<file path="config.mk">
export PLATFORM = sky130hd
export DESIGN_NAME = des_key_schedule_flat
export DESIGN_NICKNAME = d
export VERILOG_FILES = /design/src/rtl/des_key_schedule_if.sv /design/src/rtl/des_key_schedule.sv /design/src/flat_wrapper.sv
export SDC_FILE = /design/constraint.sdc
export NUM_CORES = 1
export LEC_CHECK = 0
export ABC_CLOCK_PERIOD_IN_PS = 4110
export BUFFER_PORTS_ARGS = -buffer_cell sky130_fd_sc_hd__buf_2
export CORE_UTILIZATION = 62
export CTS_CLUSTER_DIAMETER = 100
export DETAILED_ROUTE_END_ITERATION = 8
export GPL_TIMING_DRIVEN = 0
export PLACE_DENSITY_LB_ADDON = 0.2
export SYNTH_ARGS = -nofsm -noshare
export SYNTH_HDL_FRONTEND = slang
export SYNTH_SLANG_ARGS = --single-unit
</file>
<file path="constraint.sdc">
create_clock -name clk -period 4.11 [get_ports clk]
set_input_delay 0.411 -clock clk [delete_from_list [all_inputs] [get_ports clk]]
set_output_delay 0.411 -clock clk [all_outputs]
set_load 0.01 [all_outputs]
</file>
<file path="src/rtl/des_key_schedule_if.sv">
// rtl/des_key_schedule_if.sv - control and subkey handshake bundle between the key schedule and its round engine
interface des_key_schedule_if;
    logic        start;
    logic [63:0] key;
    logic        decrypt;
    logic        abort;
    logic        busy;
    logic        k_valid;
    logic        k_ready;
    logic [47:0] subkey;
    logic [3:0]  k_round;
    logic        k_last;
    logic        done;

    modport master (
        output start, key, decrypt, abort, k_ready,
        input  busy, k_valid, subkey, k_round, k_last, done
    );

    modport slave (
        input  start, key, decrypt, abort, k_ready,
        output busy, k_valid, subkey, k_round, k_last, done
    );
endinterface

</file>
<file path="src/rtl/des_key_schedule.sv">
// rtl/des_key_schedule.sv - sequential DES subkey generator, K1..K16 (encrypt) or K16..K1 (decrypt)
module des_key_schedule (
    input  logic                 clk,
    input  logic                 rst_n,
    des_key_schedule_if.slave    bus
);
    typedef enum logic {ST_IDLE, ST_GEN} state_t;

    // Tables hold FIPS 1-based bit numbers; bit 1 is the MSB of the source word.
    localparam logic [7:0] PC1_TAB [56] = '{
        8'd57, 8'd49, 8'd41, 8'd33, 8'd25, 8'd17, 8'd9,  8'd1,  8'd58, 8'd50, 8'd42, 8'd34, 8'd26, 8'd18,
        8'd10, 8'd2,  8'd59, 8'd51, 8'd43, 8'd35, 8'd27, 8'd19, 8'd11, 8'd3,  8'd60, 8'd52, 8'd44, 8'd36,
        8'd63, 8'd55, 8'd47, 8'd39, 8'd31, 8'd23, 8'd15, 8'd7,  8'd62, 8'd54, 8'd46, 8'd38, 8'd30, 8'd22,
        8'd14, 8'd6,  8'd61, 8'd53, 8'd45, 8'd37, 8'd29, 8'd21, 8'd13, 8'd5,  8'd28, 8'd20, 8'd12, 8'd4
    };
    localparam logic [7:0] PC2_TAB [48] = '{
        8'd14, 8'd17, 8'd11, 8'd24, 8'd1,  8'd5,  8'd3,  8'd28, 8'd15, 8'd6,  8'd21, 8'd10,
        8'd23, 8'd19, 8'd12, 8'd4,  8'd26, 8'd8,  8'd16, 8'd7,  8'd27, 8'd20, 8'd13, 8'd2,
        8'd41, 8'd52, 8'd31, 8'd37, 8'd47, 8'd55, 8'd30, 8'd40, 8'd51, 8'd45, 8'd33, 8'd48,
        8'd44, 8'd49, 8'd39, 8'd56, 8'd34, 8'd53, 8'd46, 8'd42, 8'd50, 8'd36, 8'd29, 8'd32
    };
    // Bit i set when round i+1 shifts by two.
    localparam logic [15:0] ROT2 = 16'h7EFC;

    function automatic logic [55:0] pc1(input logic [63:0] k);
        logic [55:0] r;
        logic [5:0]  src;
        logic [5:0]  dst;
        r = '0;
        for (int i = 0; i < 56; i++) begin
            src    = 6'(64 - int'(PC1_TAB[i]));
            dst    = 6'(55 - i);
            r[dst] = k[src];
        end
        return r;
    endfunction

    function automatic logic [47:0] pc2(input logic [55:0] cd);
        logic [47:0] r;
        logic [5:0]  src;
        logic [5:0]  dst;
        r = '0;
        for (int i = 0; i < 48; i++) begin
            src    = 6'(56 - int'(PC2_TAB[i]));
            dst    = 6'(47 - i);
            r[dst] = cd[src];
        end
        return r;
    endfunction

    function automatic logic [27:0] rotl(input logic [27:0] x, input logic two);
        return two ? {x[25:0], x[27:26]} : {x[26:0], x[27]};
    endfunction

    function automatic logic [27:0] rotr(input logic [27:0] x, input logic two);
        return two ? {x[1:0], x[27:2]} : {x[0], x[27:1]};
    endfunction

    state_t      r_state;
    logic [27:0] r_c;
    logic [27:0] r_d;
    logic [3:0]  r_cnt;
    logic        r_dir;
    logic        r_done;

    logic [55:0] w_pc1;
    logic        w_gen;
    logic        w_rot2;

    assign w_pc1  = pc1(bus.key);
    assign w_gen  = (r_state == ST_GEN);
    // Encrypt steps to the next round's shift; decrypt undoes the current round's shift.
    assign w_rot2 = r_dir ? ROT2[~r_cnt] : ROT2[r_cnt + 4'd1];

    always_ff @(posedge clk or negedge rst_n) begin
        if (!rst_n) begin
            r_state <= ST_IDLE;
            r_c     <= '0;
            r_d     <= '0;
            r_cnt   <= '0;
            r_dir   <= 1'b0;
            r_done  <= 1'b0;
        end else begin
            r_done <= 1'b0;
            if (bus.abort) begin
                r_state <= ST_IDLE;
                r_cnt   <= '0;
            end else begin
                case (r_state)
                    ST_IDLE: begin
                        if (bus.start) begin
                            // Decrypt starts unrotated: the full schedule rotates by 28, so C0D0 == C16D16.
                            r_c     <= bus.decrypt ? w_pc1[55:28] : rotl(w_pc1[55:28], 1'b0);
                            r_d     <= bus.decrypt ? w_pc1[27:0]  : rotl(w_pc1[27:0], 1'b0);
                            r_dir   <= bus.decrypt;
                            r_cnt   <= '0;
                            r_state <= ST_GEN;
                        end
                    end
                    ST_GEN: begin
                        if (bus.k_ready) begin
                            if (r_cnt == 4'd15) begin
                                r_state <= ST_IDLE;
                                r_cnt   <= '0;
                                r_done  <= 1'b1;
                            end else begin
                                r_cnt <= r_cnt + 4'd1;
                                r_c   <= r_dir ? rotr(r_c, w_rot2) : rotl(r_c, w_rot2);
                                r_d   <= r_dir ? rotr(r_d, w_rot2) : rotl(r_d, w_rot2);
                            end
                        end
                    end
                    default: r_state <= ST_IDLE;
                endcase
            end
        end
    end

    assign bus.busy    = w_gen;
    assign bus.k_valid = w_gen;
    assign bus.k_last  = w_gen && (r_cnt == 4'd15);
    assign bus.k_round = !w_gen ? 4'd0 : (r_dir ? ~r_cnt : r_cnt);
    assign bus.subkey  = pc2({r_c, r_d});
    assign bus.done    = r_done;
endmodule

</file>
<file path="src/flat_wrapper.sv">
// flat-port wrapper written by rule: the top's interface ports become plain ports
module des_key_schedule_flat 
  (clk, rst_n, bus_start, bus_key, bus_decrypt, bus_abort, bus_k_ready, bus_busy, bus_k_valid, bus_subkey, bus_k_round, bus_k_last, bus_done);
  des_key_schedule_if bus_i ();
  input  logic clk;
  input  logic rst_n;
  input wire logic [$bits(bus_i.start)-1:0] bus_start;
  input wire logic [$bits(bus_i.key)-1:0] bus_key;
  input wire logic [$bits(bus_i.decrypt)-1:0] bus_decrypt;
  input wire logic [$bits(bus_i.abort)-1:0] bus_abort;
  input wire logic [$bits(bus_i.k_ready)-1:0] bus_k_ready;
  output wire logic [$bits(bus_i.busy)-1:0] bus_busy;
  output wire logic [$bits(bus_i.k_valid)-1:0] bus_k_valid;
  output wire logic [$bits(bus_i.subkey)-1:0] bus_subkey;
  output wire logic [$bits(bus_i.k_round)-1:0] bus_k_round;
  output wire logic [$bits(bus_i.k_last)-1:0] bus_k_last;
  output wire logic [$bits(bus_i.done)-1:0] bus_done;
  assign bus_i.start = bus_start;
  assign bus_i.key = bus_key;
  assign bus_i.decrypt = bus_decrypt;
  assign bus_i.abort = bus_abort;
  assign bus_i.k_ready = bus_k_ready;
  assign bus_busy = bus_i.busy;
  assign bus_k_valid = bus_i.k_valid;
  assign bus_subkey = bus_i.subkey;
  assign bus_k_round = bus_i.k_round;
  assign bus_k_last = bus_i.k_last;
  assign bus_done = bus_i.done;
  des_key_schedule u_core (.clk(clk), .rst_n(rst_n), .bus(bus_i));
endmodule
</file>
==> flow_summary.ini <==
[cells_and_area]
antenna_cells = 0
final_area_um2 = 7332
drive_above_1_share_pct = 45.60
regArea_um2 = 1577
multi_input_comb_area_um2 = 4120
syn_to_final_growth_pct = 14.23
final_cells = 929
nets = 864
fillers = 759

[sta]
fin_crit_ps = 2469
worst_pin_slew_ps = 864.3
finalHoldViolCount = 0
worst_slack_ps = 1641
post-route-period-util_pct = 60.07
drv_slew = 0
rsz0062_at_grt = false
tns_ps = 0
skew_ps = 10.01
slew_headroom_pct = 42.38
setup_viol = 0
fmax_ghz = 0.4051

[critical_path]
r2r_end = u_core.r_d[6]$_DFFE_PN0P_
crit_type = reg -> reg
crit_chain = ha_1 -> nand3_1 -> a31oi_1 -> nor2_2 -> buf_2 -> clkbuf_1 -> nand3_1 -> o311ai_2
cp-end-kind = flip-flop
slowest_delay_ps = 450
rr_worst_depth = 8
r2r_slack_ps = 1640
setup.worst_path.start_class = flip-flop
critPathSlowestCell = dfrtp_1
rr_startpoint = u_core.r_cnt[0]$_DFFE_PN0P_
cp_data_arrival_time_ps = 2710
crit_required_ps = 4350
crit_fanout = 10
crit_path_frequent_cell = nand3_1

[placed_design]
dp_hpwl_um = 12190
postPlaceCellArea_um2 = 7168
dpl.cell_count = 914
preCtsSetupSlack_ps = 1672
globalplace.congestion = 0.9119
port_buffers = 116

[detailed_routing]
ant_nets = 0
drt-initial-drc-count = 372
vias_per_cell = 5.966
vias = 5542
dr.pass1.iters = 5
wl_per_cell_um = 17.72
drt-total-wl_um = 16470
drcViolationCount = 0

[job]
cap_violations = 0

[global_routing]
grt_pass1_wl_um = 27230
grt.total_usage_pct = 30.84
grt_max_degree = 64
grtUsageMet1_pct = 41.51
met2_usage_pct = 51.25
top_usage_layer = met2
antenna_found_initial = 0
use_met3_pct = 3.587
grt_overflow = 0
grt_pass1_vias = 5447

[run_status]
status = finished clean

[floorplanning]
core_area_um2 = 9910
die_x_um = 103.8
die-area_um2 = 10760
die_h_um = 103.8
initial_core_util_pct = 64.77
num_rows = 36
io-pin-count = 126

[clocking]
cts_sinks = 63
hold_buffers = 0
clockBufferDepth = 2
clkTransAtPathRegs_ps = 70
cts_resized = 0
worst_skew_pair.late_latency_ps = 350
cts_tree = yes
postCtsSetupRepairBufs = 0
cts_buffers = 9
htree_levels = 3
clock-root-buffer = clkbuf_8

[logic_synthesis]
synth_warnings = 0
ys_seq_area_share_pct = 24.56
synth_cell_types = 40
netlist_area_um2 = 6419
netlist_instances = 665
syn_nets = 737
synth_area_per_cell_um2 = 9.652
ys_ff_latch = 63

[power_and_ir_drop]
ir_worst_vdd_mv = 0.2025
powerDensity_nw_per_um2 = 418.1
p_leak_nw = 3.196

[worst_hold_path]
min_path_type = in -> async
==> worst max path at each step <==
stage                     slack [ps]                         from  cells past startpoint                   endpoint
after floorplan                 2090  u_core.r_cnt[0]$_DFFE_PN0P_                      8  u_core.r_c[1]$_DFFE_PN0P_
after global placement          1780  u_core.r_cnt[0]$_DFFE_PN0P_                      8  u_core.r_d[5]$_DFFE_PN0P_
after detailed placement        1670  u_core.r_cnt[0]$_DFFE_PN0P_                      8  u_core.r_d[6]$_DFFE_PN0P_
after CTS                       1650  u_core.r_cnt[0]$_DFFE_PN0P_                      8  u_core.r_d[6]$_DFFE_PN0P_
after global routing            1450  u_core.r_cnt[1]$_DFFE_PN0P_                      8  u_core.r_d[4]$_DFFE_PN0P_
final                           1640  u_core.r_cnt[0]$_DFFE_PN0P_                      8  u_core.r_d[6]$_DFFE_PN0P_
==> placed cells by master (no fill, tap or decap), types with 2 or more instances in the layout <==
cell type	count
buf_2	123
mux2_2	73
nor2_1	65
nand2_1	63
dfrtp_1	63
nand3_1	57
buf_4	56
nand2b_1	56
mux2i_1	56
mux2_4	40
o311ai_2	39
clkbuf_1	33
clkbuf_8	12
o311ai_1	9
o311ai_0	7
xnor2_1	5
buf_8	4
buf_6	3
nor3b_1	3
clkinv_2	3
inv_1	2
nor2b_1	2
a32o_1	2
ha_1	2
==> kinds of logic after synthesis <==
logic type,share of synthesized area (%)
fa+ha+maj,0.3898
mux,30.90
compound gates,13.47
simple gates,18.36
xor+xnor,1.072
buf+inv,11.25
flops,24.56
==> worst max-delay path, delay by kind of cell, from the launching register on <==
kind / cells / cell delay, ps
buffers and inverters: 2 / 750
AND/OR/NAND/NOR: 3 / 630
flip-flops: 1 / 450
adder cells (fa/ha/maj): 1 / 290
AO/OA/AOI/OAI: 2 / 240
==> power by group <==
part	switching [mW]	internal (mW)	total, mW
registers	0.166	0.766	0.932
logic	0.784	0.860	1.64
clock network	0.261	0.229	0.490
total	1.21	1.85	3.07
==> synth_stat cells <==
cell	instances	area share, %
buf_4	55	6.4
nor2_1	65	3.8
a32o_1	2	0.31
mux2i_1	56	8.7
o311ai_1	9	1.2
clkbuf_4	1	0.12
nor3_1	1	0.078
clkinv_1	1	0.058
buf_2	8	0.62
o211ai_2	1	0.19
o311ai_2	39	9.9
o21ai_0	1	0.078
nor2b_1	2	0.19
nand2_1	63	3.7
clkbuf_8	2	0.43
clkbuf_2	1	0.078
o311ai_4	1	0.41
xnor2_1	5	0.68
nand3_1	57	4.4
nand3_2	1	0.16
o22ai_1	1	0.098
a31oi_1	1	0.098
buf_6	3	0.53
xor2_1	1	0.14
buf_1	1	0.058
xnor2_2	1	0.25
a21oi_1	1	0.078
o311ai_0	7	0.96
ha_1	2	0.39
clkbuf_1	32	1.9
nor2_2	1	0.098
mux2_2	73	13
buf_8	4	0.94
o21ai_2	1	0.14
dfrtp_1	63	25
or2_2	1	0.098
inv_1	2	0.12
mux2_4	40	9.4
nor3b_1	3	0.35
nand2b_1	56	5.5
==> stage by stage <==
step / utilization [%] / hold WS [ps] / power, mW
floorplan: - / 115.4 / 2.148
global placement: 72.31 / 514.3 / 2.499
detailed placement: 72.34 / 525.6 / 2.561
CTS: 73.99 / 186.1 / 3.051
global route: 73.99 / 246.3 / 3.231
finish: 73.99 / 151.9 / 3.065
==> flip-flops by register name (all words and copies together), names as in the netlist <==
name and count:
u_core.r_c 28, u_core.bus.busy 1, u_core.bus.done 1, u_core.r_cnt 4
u_core.r_dir 1, u_core.r_d 28
==> per-layer routing <==
metal	wire [um]	part of all wire [%]
met1	7252	44
met2	7948	48
met3	896	5.4
met4	368	2.2
met5	0	0
==> area by class of cell <==
cell class                 instances  share of cell area, %
sequential                        63                  21.50
inverter                           3                 0.1536
tap                              133                  2.270
clock inverter                     4                 0.3072
buffer                           107                  9.693
clock buffer                      11                  1.928
timing repair buffer             116                  7.952
multi-input combinational        492                  56.19
Note: power is estimated with default switching activity, not from simulation.
